`src/rtl/r_cpu_pkg.sv`:
```
// Shared encodings for the R-type multicycle controller: ALU operation codes,
// R-format funct codes and the controller state encoding.
package r_cpu_pkg;

  localparam logic [2:0] OP_AND  = 3'b000;
  localparam logic [2:0] OP_OR   = 3'b001;
  localparam logic [2:0] OP_XOR  = 3'b010;
  localparam logic [2:0] OP_NOR  = 3'b011;
  localparam logic [2:0] OP_ADD  = 3'b100;
  localparam logic [2:0] OP_SUB  = 3'b101;
  localparam logic [2:0] OP_SLTU = 3'b110;
  localparam logic [2:0] OP_SLLV = 3'b111;

  localparam logic [5:0] FUNCT_AND  = 6'b100100;
  localparam logic [5:0] FUNCT_OR   = 6'b100101;
  localparam logic [5:0] FUNCT_XOR  = 6'b100110;
  localparam logic [5:0] FUNCT_NOR  = 6'b100111;
  localparam logic [5:0] FUNCT_ADD  = 6'b100000;
  localparam logic [5:0] FUNCT_SUB  = 6'b100010;
  localparam logic [5:0] FUNCT_SLTU = 6'b101011;
  localparam logic [5:0] FUNCT_SLLV = 6'b000100;

  localparam logic [5:0] OPCODE_RTYPE = 6'b000000;

  typedef enum logic [2:0] {
    ST_IDLE = 3'd0,
    ST_IF   = 3'd1,
    ST_ID   = 3'd2,
    ST_EX   = 3'd3,
    ST_WB   = 3'd4,
    ST_HALT = 3'd5
  } state_t;

  // Only add/sub produce a meaningful overflow flag from the ALU.
  function automatic logic op_has_overflow(input logic [2:0] op);
    return (op == OP_ADD) || (op == OP_SUB);
  endfunction

endpackage

```
`src/rtl/r_funct_decode.sv`:
```
// Combinational funct -> ALU_OP decoder; valid is low for unsupported functs.
module r_funct_decode
  import r_cpu_pkg::*;
(
  input  logic [5:0] funct,
  output logic [2:0] alu_op,
  output logic       valid
);

  always_comb begin
    alu_op = OP_AND;
    valid  = 1'b1;
    case (funct)
      FUNCT_AND:  alu_op = OP_AND;
      FUNCT_OR:   alu_op = OP_OR;
      FUNCT_XOR:  alu_op = OP_XOR;
      FUNCT_NOR:  alu_op = OP_NOR;
      FUNCT_ADD:  alu_op = OP_ADD;
      FUNCT_SUB:  alu_op = OP_SUB;
      FUNCT_SLTU: alu_op = OP_SLTU;
      FUNCT_SLLV: alu_op = OP_SLLV;
      default:    valid  = 1'b0;
    endcase
  end

endmodule

```
`src/rtl/r_type_control_fsm.sv`:
```
// Multicycle IF/ID/EX/WB controller for R-format instructions; one instruction
// per 4 cycles while run is high, every output registered or state-decoded.
module r_type_control_fsm
  import r_cpu_pkg::*;
(
  input  logic        clk,
  input  logic        rst,
  input  logic        run,
  input  logic [31:0] inst,
  input  logic        ZF,
  input  logic        OF,
  output logic        PC_Write,
  output logic        IR_Write,
  output logic        Reg_Write,
  output logic [2:0]  ALU_OP,
  output logic [4:0]  rs_addr,
  output logic [4:0]  rt_addr,
  output logic [4:0]  rd_addr,
  output logic        flag_z,
  output logic        flag_o,
  output logic        ovf_trap,
  output logic        illegal,
  output logic [31:0] retired
);

  state_t      state;
  state_t      state_nxt;
  logic [31:0] ir;
  logic [2:0]  dec_op;
  logic        dec_valid;
  logic        id_legal;
  logic        unused_shamt;

  r_funct_decode u_funct_decode (
    .funct  (ir[5:0]),
    .alu_op (dec_op),
    .valid  (dec_valid)
  );

  assign id_legal     = dec_valid && (ir[31:26] == OPCODE_RTYPE);
  assign unused_shamt = ^ir[10:6];

  always_ff @(posedge clk) begin
    if (rst) begin
      state <= ST_IDLE;
    end else begin
      state <= state_nxt;
    end
  end

  always_comb begin
    state_nxt = state;
    case (state)
      ST_IDLE: state_nxt = run ? ST_IF : ST_IDLE;
      ST_IF:   state_nxt = ST_ID;
      ST_ID:   state_nxt = id_legal ? ST_EX : ST_HALT;
      ST_EX:   state_nxt = ST_WB;
      ST_WB:   state_nxt = run ? ST_IF : ST_IDLE;
      ST_HALT: state_nxt = ST_HALT;
      default: state_nxt = ST_IDLE;
    endcase
  end

  always_comb begin
    PC_Write  = 1'b0;
    IR_Write  = 1'b0;
    Reg_Write = 1'b0;
    ovf_trap  = 1'b0;
    case (state)
      ST_IF: begin
        PC_Write = 1'b1;
        IR_Write = 1'b1;
      end
      ST_WB: begin
        Reg_Write = !flag_o;
        ovf_trap  = flag_o;
      end
      default: ;
    endcase
  end

  // Datapath registers: instruction latch, decoded fields, flags, counters.
  always_ff @(posedge clk) begin
    if (rst) begin
      ir      <= '0;
      ALU_OP  <= OP_AND;
      rs_addr <= '0;
      rt_addr <= '0;
      rd_addr <= '0;
      flag_z  <= 1'b0;
      flag_o  <= 1'b0;
      illegal <= 1'b0;
      retired <= '0;
    end else begin
      case (state)
        ST_IF: ir <= inst;
        ST_ID: begin
          rs_addr <= ir[25:21];
          rt_addr <= ir[20:16];
          rd_addr <= ir[15:11];
          if (id_legal) begin
            ALU_OP <= dec_op;
          end else begin
            illegal <= 1'b1;
          end
        end
        ST_EX: begin
          flag_z <= ZF;
          // Mask OF for logic/shift ops so an undriven flag cannot leak in.
          flag_o <= op_has_overflow(ALU_OP) ? OF : 1'b0;
        end
        ST_WB: retired <= retired + 32'd1;
        default: ;
      endcase
    end
  end

endmodule

```
`config.mk`:
```
export PLATFORM = sky130hd
export DESIGN_NAME = r_type_control_fsm
export DESIGN_NICKNAME = d
export VERILOG_FILES = /design/src/rtl/r_cpu_pkg.sv /design/src/rtl/r_funct_decode.sv /design/src/rtl/r_type_control_fsm.sv
export SDC_FILE = /design/constraint.sdc
export NUM_CORES = 1
export LEC_CHECK = 0
export CORE_MARGIN = 2
export CORE_UTILIZATION = 35
export CTS_BUF_LIST = sky130_fd_sc_hd__clkbuf_4
export DETAILED_ROUTE_END_ITERATION = 12
export DONT_BUFFER_PORTS = 1
export GPL_ROUTABILITY_DRIVEN = 0
export SLEW_MARGIN = 20
export SYNTH_ARGS = -nofsm -noshare
export SYNTH_HDL_FRONTEND = slang
export SYNTH_SLANG_ARGS = --single-unit
```
`constraint.sdc`:
```
create_clock -name clk -period 6.3 [get_ports clk]
set_clock_uncertainty 0.1 [all_clocks]
set_input_delay 1.26 -clock clk [delete_from_list [all_inputs] [get_ports clk]]
set_output_delay 1.26 -clock clk [all_outputs]
set_load 0.05 [all_outputs]
```
==> summary.md <==
| Metric | Value |
|---|---|
| Global-route wire length before repair | `12600 um` |
| Critical Path Sink Type | `primary output` |
| Sum of negative setup slack | `0 ps` |
| Post-synth EDFFs | `0` |
| # IOs | `94` |
| Clk root buf | `clkbuf_4` |
| Commonest cells after routing, fill and taps aside | `nand2_1 (101), dfxtp_1 (83), a21oi_1 (54)` |
| DR WL met2 | `3480 um` |
| TritonCTS clock tree | `built` |
| Critical-path top delay cell | `inv_2` |
| Initial antenna violation count | `0` |
| Slew Limit Fails | `0` |
| GR Util All Layers | `15.2%` |
| Inserted Clock Buffers | `9` |
| Post_cts resized | `0` |
| Post-route cell area | `0.00363 sq mm` |
| Post-synth top flop | `dfxtp_1` |
| Min Clock Period, post-route | `3640 ps` |
| Routed wl met3 | `632 um` |
| Clk buf depth | `2` |
| Met1 wire length | `3340 um` |
| Via count | `2707` |
| DIE HEIGHT | `103 um` |
| H-Tree Depth | `3` |
| Crit-path max FO | `29` |
| Critical Path RT | `4940 ps` |
| DR top layer | `met4` |
| DR vias/cell | `5.01` |
| Setup ws final | `2660 ps` |
| Worst-Skew Late Latency | `420 ps` |
| Type of origin of the critical path | `flop` |
| Mapped Cells | `418` |
| Worst slew margin | `40.7%` |
| NumNets Final | `444` |
| PortBufs | `0` |
| Hold Vio Cnt, Final | `0` |
| Asr flop ratio synth | `0%` |
| Seq/Total Area, Yosys | `48.9%` |
| Synthesis-to-layout area growth | `6.85%` |
| Drt first pass iters | `4` |
| #FFs+latches synth | `83` |
| DRT antenna net count | `0` |
| Max Cap Violations | `0` |
| Worst slew pin tran | `887 ps` |
| # DRC | `0` |
| Avg Inst Size Synth | `8.12 sq um` |
| Tcrit/Tclk final | `57.8%` |
| Share of layout cells above drive strength 1 | `5.84%` |
| Final setup vio count | `0` |
| Routed len/inst | `14.0 um` |
| Placed Area | `0.00346 sq mm` |
| Static Leak | `1.18 nW` |
| Site Rows | `35` |
| Vias in the first global route | `2635` |
| Setup Buffers After CTS | `0` |
| Largest net degree at the start of global routing | `86` |
| Mapped Area | `0.00340 sq mm` |
| RSZ-0062 raised after global routing | `false` |
| Max VDD drop | `0.000176 V` |
| First DRT Iteration DRCs | `66` |
| Final hold slack | `348 ps` |
| Total gr overflow | `0` |
| Worst hold path class | `flop to flop` |
| Worst path cell trace | `and2b_1 -> nand2b_2 -> inv_2` |
| Number of diodes | `0` |
| Pre-CTS setup slack | `2730 ps` |
| Die area | `0.0105 sq mm` |
| CTS Hold Bufs | `0` |
| Status | `finished, final reports clean` |
| Post-synthesis cell type count | `44` |
| Util after Layout | `38.9%` |
| Power Dens Cells | `273 mW/mm^2` |
| Die Wd | `103 um` |
| Worst setup path category | `flop to primary output` |
| Slowest stage delay, CP | `790 ps` |
| Routed wire length | `7540 um` |
| Worst-path clk slew | `140 ps` |
| Yosys warns | `0` |
| Core Box Area | `0.00933 sq mm` |
| Critical path arrival | `2280 ps` |
| Final HPWL DP | `5020 um` |
| Commonest non-fill, non-tap cell in the layout | `nand2_1` |
| Initial Utilization | `36.4%` |
| Syn Nets | `456` |
| Max Freq | `275 MHz` |
| Sink Count | `83` |
-- report_power, final --
| part | internal (W) | switching (W) |
|---|---|---|
| Clock | 0.000166 | 0.000188 |
| Combinational | 0.0000222 | 0.0000475 |
| Sequential | 0.000543 | 0.0000238 |
| Total | 0.000731 | 0.000259 |
-- worst max-delay path: cells and delay by family, from the launching register on --
family	cells	cell delay (ps)
buffers and inverters	1	790
and+or+nand+nor	2	560
DFF	1	490
-- metrics by stage --
step | total power, W | std cells
floorplan | 0.000642 | 418
global placement | 0.000645 | 524
detailed placement | 0.000648 | 524
CTS | 0.00100 | 540
global route | 0.00104 | 540
finish | 0.000990 | 540
-- worst paths after layout --
path               from     endpoint  slack (ps)  cells past startpoint
min reg2reg      ir[21]   rs_addr[0]         350                      2
min              ir[21]   rs_addr[0]         350                      2
max reg2reg  retired[0]  retired[22]        3630                      6
max            state[0]     PC_Write        2660                      3
-- kinds of logic (layout without fill, tap and decap cells) --
| logic type | after synthesis | after routing | synth area share [%] |
|---|---|---|---|
| AOI/OAI and AO/OA | 70 | 70 | 11.0 |
| xor gates and xnor gates | 26 | 26 | 6.71 |
| adders and majority gates | 1 | 1 | 0.368 |
| buffers and inverters | 30 | 23 | 3.65 |
| DFF | 83 | 83 | 48.9 |
| muxes | 2 | 2 | 0.626 |
| and+or+nand+nor | 206 | 206 | 28.7 |
-- routing by layer --
| layer | vias up | track usage (%) |
|---|---|---|
| met5 | - | 0 |
| met1 | 1235 | 18.4 |
| met3 | 8 | 6.24 |
| met2 | 90 | 24.8 |
| met4 | 0 | 4.31 |
| li1 | 1374 | - |
-- synthesized netlist by cell type (6+ instances only) --
cell,n,share of area (%)
clkbuf_1,17,1.9
nor2_1,37,4.1
nor3_1,9,1.3
a21oi_1,54,8.0
inv_1,6,0.66
nand2_1,101,11
xor2_1,6,1.5
xnor2_1,20,5.2
nand3_1,9,1.3
nor4_1,6,1.1
o21ai_0,7,1.0
dfxtp_1,83,49
-- state kept, by name, summed over array words and instances, names as in the netlist --
| signal | flops |
|---|---|
| rs_addr | 5 |
| illegal | 1 |
| ALU_OP | 3 |
| ir | 27 |
| rt_addr | 5 |
| state | 3 |
| rd_addr | 5 |
| retired | 32 |
| flag_o | 1 |
| flag_z | 1 |
-- area by class of cell --
cell class | count | area, sq um
tap | 129 | 161
sequential | 83 | 1660
inverter | 7 | 26.3
clock buffer | 10 | 75.1
fill | 988 | 5700
multi-input combinational | 305 | 1620
clock inverter | 6 | 88.8
No activity file was read; power rests on OpenSTA's default activity.
